## config.mk

```make
export PLATFORM = sky130hd
export DESIGN_NAME = pipeline_sequencer
export DESIGN_NICKNAME = d
export VERILOG_FILES = /design/src/rtl/pipeline_sequencer_pkg.sv /design/src/rtl/pipeline_sequencer_stage_handshake.sv /design/src/rtl/pipeline_sequencer.sv
export SDC_FILE = /design/constraint.sdc
export NUM_CORES = 1
export LEC_CHECK = 0
export CAP_MARGIN = 20
export CORE_MARGIN = 2
export CORE_UTILIZATION = 30
export DETAILED_ROUTE_END_ITERATION = 10
export PLACE_DENSITY_LB_ADDON = 0.08
export RECOVER_POWER = 50
export SETUP_SLACK_MARGIN = 0.02
export SLEW_MARGIN = 30
export SYNTH_ARGS = -nofsm -noshare
export SYNTH_HDL_FRONTEND = slang
export SYNTH_HIERARCHICAL = 1
export SYNTH_SLANG_ARGS = --single-unit
```

## constraint.sdc

```tcl
create_clock -name clk -period 8.1 [get_ports clk]
set_clock_uncertainty 0.15 [all_clocks]
set_input_delay 1.215 -clock clk [delete_from_list [all_inputs] [get_ports clk]]
set_output_delay 1.215 -clock clk [all_outputs]
set_load 0.005 [all_outputs]
```

## src/rtl/pipeline_sequencer_pkg.sv

```systemverilog
// Shared types for the pipeline sequencer: FSM state enum, display codes, bus width defaults.
// Combinational helpers only; no clocked logic lives here.
package pipeline_sequencer_pkg;

  localparam int ADDR_W_DEF = 11;
  localparam int DATA_W_DEF = 10;
  localparam int DIFF_W     = 10;
  localparam int NOTE_W     = 3;
  localparam int CODE_W     = 3;

  typedef enum logic [2:0] {
    ST_IDLE      = 3'd0,
    ST_START     = 3'd1,
    ST_GET_AUDIO = 3'd2,
    ST_DO_FFT    = 3'd3,
    ST_FIND_FREQ = 3'd4,
    ST_END       = 3'd5
  } state_t;

  localparam logic [CODE_W-1:0] CODE_IDLE      = 3'd0;
  localparam logic [CODE_W-1:0] CODE_GET_AUDIO = 3'd1;
  localparam logic [CODE_W-1:0] CODE_DO_FFT    = 3'd2;
  localparam logic [CODE_W-1:0] CODE_FIND_FREQ = 3'd3;
  localparam logic [CODE_W-1:0] CODE_END       = 3'd4;

  // IDLE and START share a display code; the panel only distinguishes working stages.
  function automatic logic [CODE_W-1:0] state_code(input state_t s);
    case (s)
      ST_GET_AUDIO: return CODE_GET_AUDIO;
      ST_DO_FFT:    return CODE_DO_FFT;
      ST_FIND_FREQ: return CODE_FIND_FREQ;
      ST_END:       return CODE_END;
      default:      return CODE_IDLE;
    endcase
  endfunction

endpackage

```

## src/rtl/pipeline_sequencer_stage_handshake.sv

```systemverilog
// Per-stage go/done handshake; go rises one cycle after stage entry, drops on the edge sampling done.
// Latency: advance/timeout are combinational on done; go is registered. Watchdog under SEQ_WATCHDOG_EN.
module pipeline_sequencer_stage_handshake #(
  parameter int TIMEOUT_CYC = 1048576
) (
  input  logic clk,
  input  logic rst_n,
  input  logic active,
  input  logic done,
  output logic go,
  output logic advance,
  output logic timeout
);

  assign advance = active & done;

`ifdef SEQ_WATCHDOG_EN
  localparam int CNT_W = (TIMEOUT_CYC > 1) ? $clog2(TIMEOUT_CYC) : 1;

  logic [CNT_W-1:0] cnt;

  // Held at zero outside the stage so every entry starts a fresh count.
  always_ff @(posedge clk or negedge rst_n) begin
    if (!rst_n) begin
      cnt <= '0;
    end else if (active) begin
      cnt <= cnt + CNT_W'(1);
    end else begin
      cnt <= '0;
    end
  end

  assign timeout = active & ~done & (cnt == CNT_W'(TIMEOUT_CYC - 1));
`else
  logic unused_timeout_cfg;
  assign unused_timeout_cfg = (TIMEOUT_CYC > 0);
  assign timeout = 1'b0;
`endif

  always_ff @(posedge clk or negedge rst_n) begin
    if (!rst_n) begin
      go <= 1'b0;
    end else begin
      go <= active & ~done & ~timeout;
    end
  end

endmodule

```

## src/rtl/pipeline_sequencer.sv

```systemverilog
// Sequences capture -> transform -> search stages over a shared sample memory; optional SEQ_WATCHDOG_EN.
// Latency: stage advance one edge after done; mux combinational from state. Stages wait on done (or watchdog).
module pipeline_sequencer
  import pipeline_sequencer_pkg::*;
#(
  parameter int ADDR_W      = ADDR_W_DEF,
  parameter int DATA_W      = DATA_W_DEF,
  parameter int TIMEOUT_CYC = 1048576
) (
  input  logic                     clk,
  input  logic                     rst_n,
  input  logic                     start,
  input  logic                     continuous,
  output logic                     busy,
  output logic [CODE_W-1:0]        current_state,
  output logic                     cycle_done,
  output logic                     timeout_err,
  output logic                     audio_go,
  input  logic                     audio_done,
  input  logic [ADDR_W-1:0]        audio_addr,
  input  logic                     audio_we,
  input  logic [DATA_W-1:0]        audio_wdata,
  output logic                     fft_go,
  input  logic                     fft_done,
  input  logic [ADDR_W-1:0]        fft_addr,
  input  logic                     fft_we,
  input  logic [DATA_W-1:0]        fft_wdata,
  output logic                     freq_go,
  input  logic                     freq_done,
  input  logic [ADDR_W-1:0]        freq_addr,
  input  logic signed [DIFF_W-1:0] freq_diff,
  input  logic [NOTE_W-1:0]        freq_note,
  output logic                     mem_rst_n,
  output logic [ADDR_W-1:0]        mem_addr,
  output logic                     mem_we,
  output logic [DATA_W-1:0]        mem_wdata,
  output logic signed [DIFF_W-1:0] res_diff,
  output logic [NOTE_W-1:0]        res_note,
  output logic                     res_valid
);

  state_t     state_q, state_d;
  logic [1:0] rst_sync;
  logic       run;
  logic       act_a, act_f, act_q;
  logic       adv_a, adv_f, adv_q;
  logic       tmo_a, tmo_f, tmo_q;

  // Reset asserts immediately everywhere; the FSM only starts moving once release has crossed two flops.
  always_ff @(posedge clk or negedge rst_n) begin
    if (!rst_n) begin
      rst_sync <= 2'b00;
    end else begin
      rst_sync <= {rst_sync[0], 1'b1};
    end
  end

  assign run = rst_sync[1];

  assign act_a = (state_q == ST_GET_AUDIO);
  assign act_f = (state_q == ST_DO_FFT);
  assign act_q = (state_q == ST_FIND_FREQ);

  pipeline_sequencer_stage_handshake #(.TIMEOUT_CYC(TIMEOUT_CYC)) u_hs_audio (
    .clk     (clk),
    .rst_n   (rst_n),
    .active  (act_a),
    .done    (audio_done),
    .go      (audio_go),
    .advance (adv_a),
    .timeout (tmo_a)
  );

  pipeline_sequencer_stage_handshake #(.TIMEOUT_CYC(TIMEOUT_CYC)) u_hs_fft (
    .clk     (clk),
    .rst_n   (rst_n),
    .active  (act_f),
    .done    (fft_done),
    .go      (fft_go),
    .advance (adv_f),
    .timeout (tmo_f)
  );

  pipeline_sequencer_stage_handshake #(.TIMEOUT_CYC(TIMEOUT_CYC)) u_hs_freq (
    .clk     (clk),
    .rst_n   (rst_n),
    .active  (act_q),
    .done    (freq_done),
    .go      (freq_go),
    .advance (adv_q),
    .timeout (tmo_q)
  );

  always_ff @(posedge clk or negedge rst_n) begin
    if (!rst_n) begin
      state_q <= ST_IDLE;
    end else if (run) begin
      state_q <= state_d;
    end
  end

  // done is checked ahead of timeout so a stage finishing on its last allowed cycle still advances.
  always_comb begin
    state_d = state_q;
    case (state_q)
      ST_IDLE:      if (start) state_d = ST_START;
      ST_START:     state_d = ST_GET_AUDIO;
      ST_GET_AUDIO: begin
        if (adv_a)      state_d = ST_DO_FFT;
        else if (tmo_a) state_d = ST_END;
      end
      ST_DO_FFT: begin
        if (adv_f)      state_d = ST_FIND_FREQ;
        else if (tmo_f) state_d = ST_END;
      end
      ST_FIND_FREQ: begin
        if (adv_q || tmo_q) state_d = ST_END;
      end
      ST_END:       state_d = continuous ? ST_START : ST_IDLE;
      default:      state_d = ST_IDLE;
    endcase
  end

  always_ff @(posedge clk or negedge rst_n) begin
    if (!rst_n) begin
      mem_rst_n <= 1'b0;
    end else if (run) begin
      mem_rst_n <= !(state_d == ST_IDLE || state_d == ST_END);
    end
  end

  always_ff @(posedge clk or negedge rst_n) begin
    if (!rst_n) begin
      timeout_err <= 1'b0;
    end else if (run) begin
      if (state_q == ST_IDLE && start) begin
        timeout_err <= 1'b0;
      end else if (tmo_a || tmo_f || tmo_q) begin
        timeout_err <= 1'b1;
      end
    end
  end

  always_ff @(posedge clk or negedge rst_n) begin
    if (!rst_n) begin
      res_diff  <= '0;
      res_note  <= '0;
      res_valid <= 1'b0;
    end else if (run && adv_q) begin
      res_diff  <= freq_diff;
      res_note  <= freq_note;
      res_valid <= 1'b1;
    end
  end

  assign busy          = (state_q != ST_IDLE);
  assign cycle_done    = (state_q == ST_END);
  assign current_state = state_code(state_q);

  // Search stage only reads, so its write strobe and data are forced low.
  always_comb begin
    mem_addr  = '0;
    mem_we    = 1'b0;
    mem_wdata = '0;
    case (state_q)
      ST_GET_AUDIO: begin
        mem_addr  = audio_addr;
        mem_we    = audio_we;
        mem_wdata = audio_wdata;
      end
      ST_DO_FFT: begin
        mem_addr  = fft_addr;
        mem_we    = fft_we;
        mem_wdata = fft_wdata;
      end
      ST_FIND_FREQ: mem_addr = freq_addr;
      default: ;
    endcase
  end

endmodule

```

==> impl_metrics.yaml <==
cts:
  cts_root_buf: "clkbuf_8"
  tritoncts: "built"
  clockBufferDepth: 2
  clk_pin_slew_ns: 0.08
  clock_latency_ns: 0.26
  ctsResizeCount: 0
  numCtsBuffers: 3
  post-cts-setup-buffers: 0
  postCtsHoldBufs: 0
  clock_sinks: 24
  cts-htree-levels: 1
routing:
  via_per_inst: 4.41
  vias: 1504
  initialDrtViolationCount: 63
  drtAntennaViolNets: 0
  dr.pass1.iters: 4
  wl_mm: 4.68
  met1_length_mm: 2.00
  dr_wl_met3_um: 332
  routed-wl-met2_mm: 2.33
  drc: 0
  top_layer: "met4"
  wl_per_cell_um: 13.7
flow_run:
  maxCapViolCount: 0
sta:
  finalCriticalPeriod_ns: 3.84
  tns_ns: 0
  clock.fmax_mhz: 260
  slew_viol_final: 0
  final_hold_viol_count: 0
  finalCritPeriodShare_pct: 47.4
  rsz0062_at_grt: "false"
  fin_ws_ns: 4.26
  max-slew-margin-rel_pct: 16.8
  worst_slew_pin_slew_ns: 1.25
  setup_viol: 0
worst_setup_path:
  worstPathMaxFanout: 1
  arrival_ns: 2.48
  rrSetupSlack_ns: 5.41
  crit_type: "primary input to output port"
  worstPathRequired_ns: 6.73
  start_kind: "primary input"
  cp-end-kind: "output port"
final_layout:
  nets: 350
  antenna_cells: 0
  syn2layout_area_growth_pct: 84.0
  multi_input_area_um2: 826
  fin_util_pct: 58.1
  stdcell_area_um2: 2780
  seqCellArea_um2: 601
  nFillCells: 454
  drive_gt1_share_pct: 10.2
global_route:
  grt_pass1_wl_mm: 6.68
  grt-ovfl-total: 0
  grt_usage_pct: 15.3
  first_global_vias: 1339
  antenna_found_initial: 0
  grt_max_degree: 33
yosys:
  async_flop_share_pct: 100
  synth.distinct_cells: 30
  synthesis.area_um2: 1510
  synth_cells: 163
  synth_ff_type: "dfrtp_1"
  synth-edff-count: 0
  syn_nets: 238
  yosysWarningCount: 6
  synth.avg_cell_area_um2: 9.27
  yosysSeqAreaShare_pct: 39.8
  synth-seq-cells: 24
pwr:
  p_leak_nw: 1.18
  finalPower_w: 0.000660
  powerDensity_nw_per_um2: 238
  ir_worst_vdd_uv: 150
floorplanning:
  initial_core_util_pct: 31.6
  io_pins: 121
  dieArea_um2: 5620
  die_width_um: 75.0
  die_y_um: 75.0
  rows: 25
  core_um2: 4790
placed_design:
  port_buffers: 120
  post-place-ws_ns: 4.25
  placed_area_um2: 2720
  dp_hpwl_mm: 3.67
  routabilityCongestion: 0.738
worst_hold_path:
  hp-class: "flop to flop"
run_status:
  run_status: "completed"
## placed cells by master (no fill, tap or decap)
cell | synthesis | final
mux2i_1 | 22 | 22
o211ai_1 | 1 | 1
mux2_2 | 13 | 13
o21ai_0 | 16 | 16
a21oi_1 | 2 | 2
a31oi_1 | 1 | 1
nand2_2 | 1 | 1
dlygate4sd3_1 | 0 | 18
nor2_1 | 22 | 22
clkbuf_8 | 0 | 4
a41oi_2 | 1 | 1
nand2_1 | 16 | 16
a211o_1 | 1 | 1
clkdlybuf4s50_1 | 0 | 101
or2_2 | 1 | 1
a32o_1 | 1 | 1
nor3_1 | 1 | 1
or3b_1 | 3 | 3
nand3b_1 | 1 | 1
o22a_1 | 1 | 1
clkbuf_1 | 4 | 1
dfrtp_1 | 24 | 24
a21o_1 | 2 | 2
nand2b_2 | 0 | 1
and2b_2 | 3 | 3
conb_1 | 4 | 4
and2_2 | 3 | 3
buf_4 | 4 | 1
nand2b_1 | 3 | 2
or3_1 | 1 | 1
nand3_1 | 1 | 1
or2_1 | 1 | 1
inv_1 | 3 | 3
## final cells by class
type,count,share of cell area [%]
clock buffers,4,1.98
inverters,3,0.405
multi-input cells,122,29.7
flip-flops and latches,24,21.6
well taps,67,3.02
repair buffers,121,43.3
## state kept, by name, summed over array words and instances (netlist names)
name           cells
mem_rst_n          1
res_diff          10
res_note           3
res_valid          1
rst_sync           2
state_q            3
timeout_err        1
u_hs_audio/go      1
u_hs_fft/go        1
u_hs_freq/go       1
## critical path, cell delays in order
cell             delay [ns]
clkdlybuf4s50_1        0.45
mux2i_1                0.06
o21ai_0                0.21
clkdlybuf4s50_1        0.54
## metrics by stage
step	hold slack (ns)	std cells
2_1_floorplan	0.181	163
3_3_place_gp	0.183	337
3_5_place_dp	0.187	337
4_1_cts	0.205	341
5_1_grt	0.222	341
6_report	0.202	341
## where the power goes
part / leakage, nW / switching [W] / total, W / internal [W]
Combinational: 0.864 / 0.000149 / 0.000388 / 0.000240
Clock: 0.0288 / 0.0000354 / 0.0000786 / 0.0000433
Sequential: 0.289 / 0.0000280 / 0.000194 / 0.000166
Total: 1.18 / 0.000212 / 0.000660 / 0.000448
## synthesized netlist by cell type, types with 2 or more instances
master / number / area share (%)
a21o_1: 2 / 0.99
o21ai_0: 16 / 5.3
conb_1: 4 / 0.99
buf_4: 4 / 2.0
and2_2: 3 / 1.5
and2b_2: 3 / 1.7
nand2b_1: 3 / 1.2
mux2_2: 13 / 9.7
nor2_1: 22 / 5.5
mux2i_1: 22 / 15
clkbuf_1: 4 / 0.99
inv_1: 3 / 0.75
a21oi_1: 2 / 0.66
buf_2: 6 / 2.0
or3b_1: 3 / 1.7
dfrtp_1: 24 / 40
nand2_1: 16 / 4.0
## per-layer routing
| layer | vias up | track usage (%) |
|---|---|---|
| li1 | 765 | - |
| met5 | - | 0 |
| met4 | 0 | 1.79 |
| met2 | 48 | 25.6 |
| met3 | 2 | 4.69 |
| met1 | 689 | 20.2 |
## worst paths after layout
path	start	endpoint	cells past startpoint
max	fft_addr[3]	mem_addr[3]	4
min	rst_sync[0]$_DFF_PN0_	rst_sync[1]$_DFF_PN0_	0
max reg2reg	state_q[2]$_DFFE_PN0P_	mem_rst_n$_DFFE_PN0P_	7
min reg2reg	rst_sync[0]$_DFF_PN0_	rst_sync[1]$_DFF_PN0_	0
max in group asynchronous	rst_n	state_q[0]$_DFFE_PN0P_	1
min in group asynchronous	rst_n	timeout_err$_DFFE_PN0P_	1
## kinds of logic after synthesis
| family | synth area share (%) |
|---|---|
| compound gates | 10.8 |
| other cells | 0.994 |
| mux | 24.3 |
| buf+inv | 5.72 |
| flops | 39.8 |
| simple gates | 18.5 |
Note: power is estimated with default switching activity, not from simulation.
